$ cat config.mk
export PLATFORM = sky130hd
export DESIGN_NAME = haar_weak_classifier_seq
export DESIGN_NICKNAME = d
export VERILOG_FILES = /design/src/rtl/haar_pkg.sv /design/src/rtl/haar_rect_mac.sv /design/src/rtl/haar_weak_classifier_seq.sv
export SDC_FILE = /design/constraint.sdc
export NUM_CORES = 2
export LEC_CHECK = 0
export CORE_MARGIN = 8
export CORE_UTILIZATION = 55
export DETAILED_ROUTE_END_ITERATION = 16
export GPL_ROUTABILITY_DRIVEN = 1
export GPL_TIMING_DRIVEN = 1
export PLACE_DENSITY = 0.86
export SETUP_SLACK_MARGIN = 0.15
export SYNTH_ARGS = -nofsm -noshare
export SYNTH_HDL_FRONTEND = slang
export SYNTH_HIERARCHICAL = 1
export SYNTH_SLANG_ARGS = --single-unit
$ cat constraint.sdc
create_clock -name clk -period 6.1 [get_ports clk]
set_input_delay 0.915 -clock clk [delete_from_list [all_inputs] [get_ports clk]]
set_output_delay 0.915 -clock clk [all_outputs]
set_load 0.01 [all_outputs]
$ cat src/rtl/haar_pkg.sv
// Shared widths, FSM state encoding and the saturating add used by the Haar weak classifier.
package haar_pkg;

    localparam int unsigned DefDataW    = 16;
    localparam int unsigned DefWeightW  = 16;
    localparam int unsigned DefAccW     = 40;
    localparam int unsigned DefNodeW    = 16;
    localparam int unsigned DefMaxRects = 3;

    // Working width of sat_add; accumulators up to SatW-1 bits are supported.
    localparam int unsigned SatW = 64;

    typedef enum logic [1:0] {StIdle, StAccum, StDrain, StHold} state_e;

    typedef struct packed {
        logic            sat;
        logic [SatW-1:0] sum;
    } sat_res_t;

    // Adds two sign-extended operands and clamps the result to a signed 'width'-bit range.
    function automatic sat_res_t sat_add(input logic signed [SatW-1:0] acc,
                                         input logic signed [SatW-1:0] prod,
                                         input int unsigned            width);
        logic signed [SatW:0] full;
        logic signed [SatW:0] max_v;
        logic signed [SatW:0] min_v;
        sat_res_t             res;
        full  = {acc[SatW-1], acc} + {prod[SatW-1], prod};
        max_v = '0;
        max_v[width-1] = 1'b1;
        max_v = max_v - 1;
        min_v = -max_v - 1;
        res.sat = 1'b0;
        res.sum = full[SatW-1:0];
        if (full > max_v) begin
            res.sat = 1'b1;
            res.sum = max_v[SatW-1:0];
        end else if (full < min_v) begin
            res.sat = 1'b1;
            res.sum = min_v[SatW-1:0];
        end
        return res;
    endfunction

endpackage

$ cat src/rtl/haar_rect_mac.sv
// Stages 1-2: combine four integral-image corners into a rectangle sum, then weight it.
module haar_rect_mac #(
    parameter int unsigned DATA_W   = 16,
    parameter int unsigned WEIGHT_W = 16
) (
    input  logic                               clk,
    input  logic                               rst_n,
    input  logic                               flush,
    input  logic                               in_valid,
    input  logic [DATA_W-1:0]                  in_a,
    input  logic [DATA_W-1:0]                  in_b,
    input  logic [DATA_W-1:0]                  in_c,
    input  logic [DATA_W-1:0]                  in_d,
    input  logic [WEIGHT_W-1:0]                in_weight,
    output logic                               out_valid,
    output logic signed [DATA_W+WEIGHT_W+1:0]  out_prod
);

    localparam int unsigned RectW = DATA_W + 2;
    localparam int unsigned ProdW = RectW + WEIGHT_W;

    logic signed [RectW-1:0]    rect_d;
    logic signed [RectW-1:0]    rect_q;
    logic signed [WEIGHT_W-1:0] weight_q;
    logic                       v1_q;
    logic                       v2_q;
    logic signed [ProdW-1:0]    prod_q;

    // Two guard bits keep (a+d)-(b+c) exact for any corner values.
    always_comb begin
        rect_d = $signed({2'b00, in_a}) + $signed({2'b00, in_d})
               - $signed({2'b00, in_b}) - $signed({2'b00, in_c});
    end

    always_ff @(posedge clk or negedge rst_n) begin
        if (!rst_n) begin
            v1_q     <= 1'b0;
            v2_q     <= 1'b0;
            rect_q   <= '0;
            weight_q <= '0;
            prod_q   <= '0;
        end else if (flush) begin
            v1_q <= 1'b0;
            v2_q <= 1'b0;
        end else begin
            v1_q <= in_valid;
            v2_q <= v1_q;
            if (in_valid) begin
                rect_q   <= rect_d;
                weight_q <= in_weight;
            end
            if (v1_q) begin
                prod_q <= $signed({{WEIGHT_W{rect_q[RectW-1]}}, rect_q})
                        * $signed({{RectW{weight_q[WEIGHT_W-1]}}, weight_q});
            end
        end
    end

    assign out_valid = v2_q;
    assign out_prod  = prod_q;

endmodule

$ cat src/rtl/haar_weak_classifier_seq.sv
// Serial-beat Haar weak classifier: accumulates weighted rectangles, thresholds, returns a leaf.
module haar_weak_classifier_seq
    import haar_pkg::*;
#(
    parameter int unsigned DATA_W    = DefDataW,
    parameter int unsigned WEIGHT_W  = DefWeightW,
    parameter int unsigned ACC_W     = DefAccW,
    parameter int unsigned NODE_W    = DefNodeW,
    parameter int unsigned MAX_RECTS = DefMaxRects
) (
    input  logic              clk,
    input  logic              rst_n,
    input  logic              flush,
    input  logic              in_valid,
    output logic              in_ready,
    input  logic [DATA_W-1:0] in_a,
    input  logic [DATA_W-1:0] in_b,
    input  logic [DATA_W-1:0] in_c,
    input  logic [DATA_W-1:0] in_d,
    input  logic [WEIGHT_W-1:0] in_weight,
    input  logic              in_last,
    input  logic [ACC_W-1:0]  in_threshold,
    input  logic [NODE_W-1:0] in_left,
    input  logic [NODE_W-1:0] in_right,
    output logic              out_valid,
    input  logic              out_ready,
    output logic [NODE_W-1:0] out_value,
    output logic [ACC_W-1:0]  out_sum,
    output logic              out_sat,
    output logic              out_err
);

    localparam int unsigned ProdW = DATA_W + 2 + WEIGHT_W;
    localparam int unsigned CntW  = $clog2(MAX_RECTS + 1);

    state_e                  state_q;
    logic [1:0]              drain_q;
    logic [CntW-1:0]         cnt_q;
    logic                    sat_q;
    logic                    err_q;
    logic signed [SatW-1:0]  acc_q;
    logic [ACC_W-1:0]        thr_q;
    logic [NODE_W-1:0]       left_q;
    logic [NODE_W-1:0]       right_q;

    logic                    beat;
    logic                    acc_beat;
    logic                    prod_valid;
    logic signed [ProdW-1:0] prod;
    logic signed [SatW-1:0]  prod_ext;
    logic signed [SatW-1:0]  thr_ext;
    sat_res_t                add_res;

    assign in_ready = (state_q == StIdle) || (state_q == StAccum);
    assign beat     = in_valid && in_ready && !flush;
    // Beats past MAX_RECTS still advance the protocol but never reach the multiplier.
    assign acc_beat = beat && (cnt_q < CntW'(MAX_RECTS));

    assign prod_ext = {{(SatW - ProdW){prod[ProdW-1]}}, prod};
    assign thr_ext  = {{(SatW - ACC_W){thr_q[ACC_W-1]}}, thr_q};
    assign add_res  = sat_add(acc_q, prod_ext, ACC_W);

    haar_rect_mac #(
        .DATA_W   (DATA_W),
        .WEIGHT_W (WEIGHT_W)
    ) u_mac (
        .clk       (clk),
        .rst_n     (rst_n),
        .flush     (flush),
        .in_valid  (acc_beat),
        .in_a      (in_a),
        .in_b      (in_b),
        .in_c      (in_c),
        .in_d      (in_d),
        .in_weight (in_weight),
        .out_valid (prod_valid),
        .out_prod  (prod)
    );

    always_ff @(posedge clk or negedge rst_n) begin
        if (!rst_n) begin
            state_q   <= StIdle;
            drain_q   <= '0;
            cnt_q     <= '0;
            sat_q     <= 1'b0;
            err_q     <= 1'b0;
            acc_q     <= '0;
            thr_q     <= '0;
            left_q    <= '0;
            right_q   <= '0;
            out_valid <= 1'b0;
            out_value <= '0;
            out_sum   <= '0;
            out_sat   <= 1'b0;
            out_err   <= 1'b0;
        end else if (flush) begin
            state_q   <= StIdle;
            drain_q   <= '0;
            cnt_q     <= '0;
            sat_q     <= 1'b0;
            err_q     <= 1'b0;
            acc_q     <= '0;
            out_valid <= 1'b0;
        end else begin
            if (beat) begin
                if (state_q == StIdle) begin
                    thr_q   <= in_threshold;
                    left_q  <= in_left;
                    right_q <= in_right;
                end
                if (acc_beat) begin
                    cnt_q <= cnt_q + 1'b1;
                end else begin
                    err_q <= 1'b1;
                end
            end
            if (prod_valid) begin
                acc_q <= $signed(add_res.sum);
                if (add_res.sat) begin
                    sat_q <= 1'b1;
                end
            end
            unique case (state_q)
                StIdle, StAccum: begin
                    if (beat) begin
                        state_q <= in_last ? StDrain : StAccum;
                        drain_q <= '0;
                    end
                end
                StDrain: begin
                    // Third cycle: the last product has been folded into acc_q.
                    if (drain_q == 2'd2) begin
                        state_q   <= StHold;
                        out_valid <= 1'b1;
                        out_sum   <= acc_q[ACC_W-1:0];
                        out_value <= (acc_q < thr_ext) ? left_q : right_q;
                        out_sat   <= sat_q;
                        out_err   <= err_q;
                    end else begin
                        drain_q <= drain_q + 1'b1;
                    end
                end
                StHold: begin
                    if (out_ready) begin
                        state_q   <= StIdle;
                        out_valid <= 1'b0;
                        acc_q     <= '0;
                        cnt_q     <= '0;
                        sat_q     <= 1'b0;
                        err_q     <= 1'b0;
                    end
                end
                default: state_q <= StIdle;
            endcase
        end
    end

endmodule

==> reports/results.ini <==
[cells_and_area]
layout.cells.non_filler=4169
post-route-util=0.656
drive_gt1_frac=0.139
areaGrowthSynthToFinish_pct=18.1
final_nets=4172

[route]
wl_per_cell_um=19.2
drtIter0Drc=1964
drc=0
vias_per_cell=5.83
dr.pass1.iters=6
via_count=24300
drt_wl_total_mm=79.9
ant_nets=0

[die]
die_h_um=246
rows=84
start_util=0.555
die_w_um=246
io_pins=218
fp.dieArea_sq_um=60700
core_sq_um=52600

[sta]
setup_viol=7
worstMarginPinSlew_ns=1.10
fmax_mhz=160
fin_crit_ns=6.26
hold_slack_ns=0.384
hold_viol_final=0
fin_skew_ns=0.0157
period_share=1.03
rsz0062_at_grt=yes
relSlewSlack=0.264
layout_setup_ws_ns=-0.158
final_max_slew_viol_count=0
tns_ns=-0.625

[yosys]
syn_nets=3911
yosysWarnings=6
synth_top_area_frac=0.234
synth_most_common_cell=inv_1
synth.area.top_cells=dfrtp_1, fa_1, ha_1
synth_top_area_cell=dfrtp_1
ys_ff_latch=273
synth_ff_type=dfrtp_1
synth_edf_count=0
synth_area_sq_um=29200
avgSynthCellArea_sq_um=9.13
synthesis.instances=3197
postSynth.asyncResetShare=1.00
synthDistinctLibCells=92
ys_top_cells_by_count=inv_1, nand2_1, fa_1
yosysSeqAreaShare=0.234

[clock_network]
cts_buffer_depth=3
clkLatencyLatePin_ns=0.58
cts_tree=yes
clk_transition_reported_paths_ns=0.07
clkSinkCount=273
clock-root-buffer=clkbuf_16
h-tree-depth=1
cts_made_buffers=29

[setup_path]
cp_common_cell=fa_1
path_delay_family=adder cells
slowest_stage=fa_1
slowest_delay_ns=0.57
cp-end-kind=flop
critPathKind=reg2reg
path_cells=buf_6 > and2_4 > fa_1 > inv_1 > fa_1 > fa_2 > fa_1 > inv_2 > fa_1 > inv_2 > fa_1 > inv_2 > ha_4 > a21o_1 > a221oi_4 > buf_4 > o31ai_4 > buf_6 > a211oi_4 > nor2_1 > a21o_1 > a211o_1 > o211ai_1
critPathArrivalTime_ns=6.75
cp_max_fo=6
startpoint_type=flop
cp_num_buf_inv=7
worst-endpoint-required_ns=6.59

[placed_design]
dp.cells=4076
hpwlAfterDp_mm=61.5
place_congestion=1.02
port-buffer-count=217

[global_route]
antenna_found_initial=0
grt_pass1_vias=24600
grt_max_degree=177
track_usage=0.251
grt_pass1_wl_mm=126
gr-total-overflow=0

[min_path]
hp-class=in2async

[outcome]
violations=negative setup slack
status=complete, but fails checks

[job]
maxCapViolCount=0

[per-layer routing]
layer  vias up  wire length [um]  GRT usage
li1      11100                 -          -
met5         -                 0          0
met1     11900             32500      0.336
met2      1077             37600      0.415
met3       241              6550     0.0389
met4         0              3260     0.0868
[stage by stage]
stage                     setup slack (ns)  area (sq um)
final                               -0.158         34500
after CTS                          -0.0170         34000
after global placement              0.0492         32700
after detailed placement            -0.184         32700
after floorplan                      0.150         29400
after global routing                -0.319         34500
[what timing repair did]
item | CTS | global route
hold buffers | 0 | 0
endpoints found under the setup margin | 14 | 17
cloned | 1 | 0
hold endpoints to repair | 0 | 0
pin swaps | 70 | 45
gates resized for setup | 63 | 79
setup buffers | 17 | 21
[state kept, by name, summed over array words and instances, names as in the netlist, 2 cells and up]
register        count
state_q             2
out_sum            40
out_value          16
thr_q              40
left_q             16
u_mac/weight_q     16
cnt_q               2
u_mac/out_prod     34
drain_q             2
u_mac/rect_q       18
right_q            16
acc_q              64
[final timing paths]
path | start | end | slack (ns) | depth (start not counted)
min reg2reg | u_mac/out_prod[5]$_DFFE_PN0P_ | u_mac/out_prod[5]$_DFFE_PN0P_ | 0.49 | 2
min in group clk | u_mac/out_prod[5]$_DFFE_PN0P_ | u_mac/out_prod[5]$_DFFE_PN0P_ | 0.49 | 2
min | rst_n | u_mac/weight_q[15]$_DFFE_PN0P_ | 0.38 | 1
max in group asynchronous | rst_n | right_q[6]$_DFFE_PN0P_ | 4.30 | 2
max reg2reg | u_mac/weight_q[4]$_DFFE_PN0P_ | u_mac/out_prod[26]$_DFFE_PN0P_ | -0.16 | 23
max | u_mac/weight_q[4]$_DFFE_PN0P_ | u_mac/out_prod[26]$_DFFE_PN0P_ | -0.16 | 23
[logic make-up after synthesis]
family,count (synthesis),share of synthesized area
and+or+nand+nor,980,0.158
buffers and inverters,605,0.0801
muxes,96,0.0361
AOI/OAI and AO/OA,595,0.143
DFF,273,0.234
xor gates and xnor gates,92,0.0276
adders and majority gates,556,0.321
[worst reg2reg max path, stage by stage (launching register included)]
cell	delay, ns
dfrtp_2	0.42
buf_6	0.14
and2_4	0.14
fa_1	0.54
inv_1	0.06
fa_1	0.53
fa_2	0.45
fa_1	0.50
inv_2	0.04
fa_1	0.57
inv_2	0.05
fa_1	0.53
inv_2	0.05
ha_4	0.22
a21o_1	0.22
a221oi_4	0.31
buf_4	0.18
o31ai_4	0.09
buf_6	0.14
a211oi_4	0.31
nor2_1	0.09
a21o_1	0.24
a211o_1	0.27
o211ai_1	0.10
[cells in the final DEF (no fill, tap or decap), types with 12 or more instances in the layout]
cell type,instances
clkdlybuf4s50_1,216
a21o_1,61
nand2_1,440
inv_1,436
nor2_1,165
dfrtp_1,254
a31oi_1,12
o21a_1,22
nand3_1,34
o21ai_0,134
nand2b_1,17
and2_4,17
clkbuf_16,29
buf_6,18
o31ai_1,12
nor3_1,31
o311ai_2,21
dfrtp_2,19
mux2_2,75
a211oi_1,12
a21oi_1,148
buf_4,128
o21ai_1,14
fa_2,14
inv_2,26
nand4_1,50
o21bai_1,13
xor2_1,39
mux2i_1,21
ha_1,219
xnor2_1,50
and2_1,125
o211ai_1,19
fa_1,309
[layout make-up]
cell class	count	area (sq um)
Multi-Input combinational cell	2319	20500
Inverter	465	1750
Antenna cell	1	2.50
Timing Repair Buffer	370	3480
Clock buffer	38	810
Fill cell	3905	18100
Clock inverter	15	194
Tap cell	688	861
Sequential cell	273	6860
Power is left out: the tool's default activity adds up to more than one toggle a clock period on the data nets, which glitch-free logic cannot reach.
